## config.mk

```make
export PLATFORM = sky130hd
export DESIGN_NAME = if_stage
export DESIGN_NICKNAME = d
export VERILOG_FILES = /design/src/rtl/if_stage.sv
export SDC_FILE = /design/constraint.sdc
export NUM_CORES = 1
export LEC_CHECK = 0
export BUFFER_PORTS_ARGS = -buffer_cell sky130_fd_sc_hd__clkbuf_2
export CAP_MARGIN = 25
export CORE_MARGIN = 2
export CORE_UTILIZATION = 57
export DETAILED_ROUTE_END_ITERATION = 6
export GPL_TIMING_DRIVEN = 0
export PLACE_DENSITY_LB_ADDON = 0.05
export SKIP_LAST_GASP = 1
export SLEW_MARGIN = 10
export SYNTH_ARGS = -nofsm -noshare
export SYNTH_HDL_FRONTEND = slang
export SYNTH_SLANG_ARGS = --single-unit
```

## constraint.sdc

```tcl
create_clock -name clk -period 6.36 [get_ports clk]
set_clock_uncertainty 0.15 [all_clocks]
set_input_delay 0.318 -clock clk [delete_from_list [all_inputs] [get_ports clk]]
set_output_delay 0.318 -clock clk [all_outputs]
set_load 0.01 [all_outputs]
```

## src/rtl/if_stage.sv

```systemverilog
// if_stage: instruction fetch with BOOT/RUN/HALT control, IF/ID register and fetch counter.
module if_stage #(
  parameter int                WIDTH     = 32,
  parameter int                LOG_DEPTH = 10,
  parameter logic [WIDTH-1:0]  RESET_PC  = '0
) (
  input  logic                 clk,
  input  logic                 rst,
  input  logic                 stall,
  input  logic                 flush,
  input  logic                 redirect,
  input  logic [WIDTH-1:0]     redirect_pc,
  input  logic                 halt_req,
  output logic [LOG_DEPTH-1:0] imem_addr,
  input  logic [WIDTH-1:0]     imem_instr,
  output logic [WIDTH-1:0]     id_instr,
  output logic [WIDTH-1:0]     id_pc4,
  output logic                 id_valid,
  output logic                 misalign,
  output logic                 halted,
  output logic [31:0]          fetch_count
);
  typedef enum logic [1:0] {BOOT, RUN, HALT} state_e;
  state_e           state_q, state_d;
  logic [WIDTH-1:0] pc_q, pc_d, instr_q, instr_d, pc4_q, pc4_d;
  logic             valid_q, valid_d, mis_q, mis_d;
  logic [31:0]      cnt_q, cnt_d;
  logic [WIDTH-1:0] pc_inc, tgt;
  assign pc_inc = pc_q + WIDTH'(4);
  assign tgt    = {redirect_pc[WIDTH-1:2], 2'b00};
  // Redirect wins over everything except BOOT, and is the only way out of HALT.
  always_comb begin
    state_d = state_q;
    pc_d    = pc_q;
    instr_d = instr_q;
    pc4_d   = pc4_q;
    valid_d = valid_q;
    mis_d   = mis_q;
    cnt_d   = cnt_q;
    if (state_q == BOOT) begin
      state_d = RUN;
    end else if (redirect) begin
      state_d = RUN;
      pc_d    = tgt;
      instr_d = '0;
      valid_d = 1'b0;
      mis_d   = mis_q | (|redirect_pc[1:0]);
    end else if (state_q == RUN) begin
      if (halt_req) begin
        state_d = HALT;
        instr_d = '0;
        valid_d = 1'b0;
      end else if (flush) begin
        instr_d = '0;
        valid_d = 1'b0;
        pc_d    = stall ? pc_q : pc_inc;
      end else if (!stall) begin
        instr_d = imem_instr;
        pc4_d   = pc_inc;
        valid_d = 1'b1;
        pc_d    = pc_inc;
        cnt_d   = cnt_q + 32'd1;
      end
    end
  end
  always_ff @(posedge clk or negedge rst) begin
    if (!rst) begin
      state_q <= BOOT;
      pc_q    <= RESET_PC;
      instr_q <= '0;
      pc4_q   <= '0;
      valid_q <= 1'b0;
      mis_q   <= 1'b0;
      cnt_q   <= '0;
    end else begin
      state_q <= state_d;
      pc_q    <= pc_d;
      instr_q <= instr_d;
      pc4_q   <= pc4_d;
      valid_q <= valid_d;
      mis_q   <= mis_d;
      cnt_q   <= cnt_d;
    end
  end
  assign imem_addr   = pc_q[LOG_DEPTH+1:2];
  assign id_instr    = instr_q;
  assign id_pc4      = pc4_q;
  assign id_valid    = valid_q;
  assign misalign    = mis_q;
  assign halted      = (state_q == HALT);
  assign fetch_count = cnt_q;
endmodule

```

==> results.json <==
{
  "status": "complete, but fails checks",
  "violations": "hold timing",
  "post-place-ws_ns": 3.82,
  "vdd_drop_max_mv": 0.217,
  "overflow": 0,
  "first_pass_iters": 6,
  "ys_types": 56,
  "root_buffer": "clkbuf_16",
  "synth_edf_count": 0,
  "dieHeight_um": 111,
  "ios": 179,
  "grt_max_degree": 77,
  "track_usage_pct": 33.1,
  "start_kind": "flip-flop",
  "ys_seq_elements": 128,
  "antenna_found_initial": 0,
  "antenna_left": 0,
  "cts_buffers": 17,
  "clk_latency_ns": 0.43,
  "syn_area_per_cell_um2": 9.67,
  "fin_hold_ws_ns": -0.0104,
  "drv_slew": 0,
  "multiInputGateArea_um2": 2910,
  "end_kind": "flip-flop",
  "viasPerCell": 6.16,
  "postCtsSetupRepairBufs": 0,
  "syn_area_um2": 6480,
  "period_share_pct": 41.4,
  "clkTransAtPathRegs_ns": 0.06,
  "seq_area_frac_synth_pct": 49.5,
  "nets": 970,
  "design_area_um2": 8460,
  "hold_violations": 1,
  "rsz0062_at_grt": "false",
  "vias": 6473,
  "drt-total-wl_mm": 20.2,
  "synth_cells": 670,
  "syn_to_final_growth_pct": 30.6,
  "fin_setup_tns_ns": 0,
  "cap_violations": 0,
  "cts_hold_buf": 31,
  "cts_resized": 0,
  "fin_crit_ns": 2.63,
  "regArea_um2": 3200,
  "core_um2": 11000,
  "h-tree-depth": 4,
  "grt_pass1_wl_mm": 32.5,
  "grt_pass1_vias": 6301,
  "drive_above_1_share_pct": 25.9,
  "start_util_pct": 59.0,
  "diodes": 0,
  "slew_headroom_pct": 46.0,
  "setup_slack_ns": 3.73,
  "synth_flop_cell": "dfrtp_1",
  "p_leak_nw": 3.99,
  "gp_congestion": 0.905,
  "finalNonFillerCells": 1050,
  "clock_path_buffers": 2,
  "fillCellCount": 774,
  "std_cell_rows": 38,
  "dp_hpwl_mm": 13.1,
  "cts_tree": "yes",
  "synthArstFlopShare_pct": 100,
  "die_w_um": 111,
  "portBuffers": 176,
  "required_ns": 6.55,
  "final_util_pct": 77.0,
  "cp_max_fo": 10,
  "drt-initial-drc-count": 613,
  "fp.dieArea_um2": 12200,
  "fmaxAchievable_ghz": 0.380,
  "avgRoutedWirePerCell_um": 19.3,
  "worst_slew_pin_slew_ns": 0.802,
  "drc_errors": 0,
  "crit_type": "reg2reg",
  "powerDensity_nw_per_um2": 301,
  "post_dp_cell_area_um2": 7570,
  "yosys_warnings": 0,
  "setup_viol": 0,
  "finalPower_mw": 2.55,
  "arrival_ns": 2.82,
  "cts_sinks": 128,
  "dp_cells": 988,
  "hold_class": "in2reg"
}
-- layout by cell type, fill, tap and decap left out, types with 6 or more instances in the layout --
master / count
and3_1: 22
o211ai_1: 12
inv_1: 14
clkbuf_2: 176
a22o_1: 33
buf_4: 12
nor4_1: 17
nor3_1: 14
and4_1: 10
dfrtp_1: 128
nor2_1: 42
or3_1: 12
o311ai_0: 6
o2bb2ai_1: 6
clkbuf_16: 17
a31oi_1: 16
xnor2_1: 28
xor2_1: 16
and2_1: 6
a22oi_1: 6
dlygate4sd3_1: 31
o31ai_1: 6
buf_2: 7
nand4_1: 29
clkbuf_1: 47
a21oi_1: 21
nand2_1: 45
nand3_1: 34
o21ai_0: 42
-- synth_stat cells, drive strengths merged (18+ instances only) --
cell type | n | area [µm²]
nor2 | 42 | 158
xnor2 | 28 | 245
nor4 | 18 | 119
and3 | 22 | 138
a22o | 33 | 289
nand4 | 30 | 194
a21oi | 21 | 105
nand2 | 45 | 169
dfrtp | 128 | 3200
buf | 21 | 140
o21ai | 43 | 215
clkbuf | 46 | 174
nand3 | 34 | 170
-- final timing paths --
kind	end	depth (start not counted)	start	slack, ns
max in group asynchronous	id_pc4[26]	3	rst	5.06
setup reg to reg	pc_q[12]	7	state_q[1]	3.73
min in group asynchronous	fetch_count[22]	2	rst	0.26
setup / recovery	pc_q[12]	7	state_q[1]	3.73
hold / removal	id_instr[31]	2	imem_instr[31]	-0.01
hold reg to reg	fetch_count[31]	1	fetch_count[31]	0.31
-- layer usage --
layer | routed length (µm) | up-vias | GRT usage [%] | part of all wire (%)
met4 | 671 | 0 | 14.7 | 3.3
li1 | - | 2931 | - | -
met3 | 1490 | 61 | 6.81 | 7.3
met2 | 9960 | 371 | 54.3 | 49
met5 | 0 | - | 0 | 0
met1 | 8120 | 3110 | 42.5 | 40
-- logic make-up (layout without fill, tap and decap cells) --
kind of cell             count (synthesis)  in the layout  synth area share (%)
AND/OR/NAND/NOR                        249            249                  21.0
buffers and inverters                   81            320                  5.66
other                                    1              2                0.0579
flip-flops                             128            128                  49.5
AO/OA/AOI/OAI                          163            163                  17.2
XOR/XNOR                                44             44                  5.95
multiplexers                             2              2                 0.309
adder cells (fa/ha/maj)                  2              2                 0.386
-- layout make-up --
class,instances,area share (%)
buffer,67,3.71
tap,140,2.07
inverter,14,0.621
timing repair buffer,208,14.5
clock inverter,10,1.33
sequential,128,37.9
clock buffer,21,5.45
multi-input combinational,462,34.4
-- power breakdown --
part / switching (mW) / total, mW / internal, mW
clock network: 0.359 / 0.951 / 0.592
logic: 0.326 / 0.559 / 0.233
registers: 0.107 / 1.04 / 0.930
-- registers in the layout (all words and copies together) (netlist names) --
signal       cells
fetch_count     32
id_instr        32
id_pc4          30
pc_q            30
state_q          2
id_valid         1
misalign         1
-- critical path, stage by stage, from the launching register on --
cell and delay, ns:
dfrtp_1 0.45, or2_2 0.32, clkbuf_1 0.20, o21ai_0 0.27
buf_2 0.36, clkbuf_1 0.50, o21ai_0 0.18, o21ai_0 0.11
Note: power is estimated with default switching activity, not from simulation.
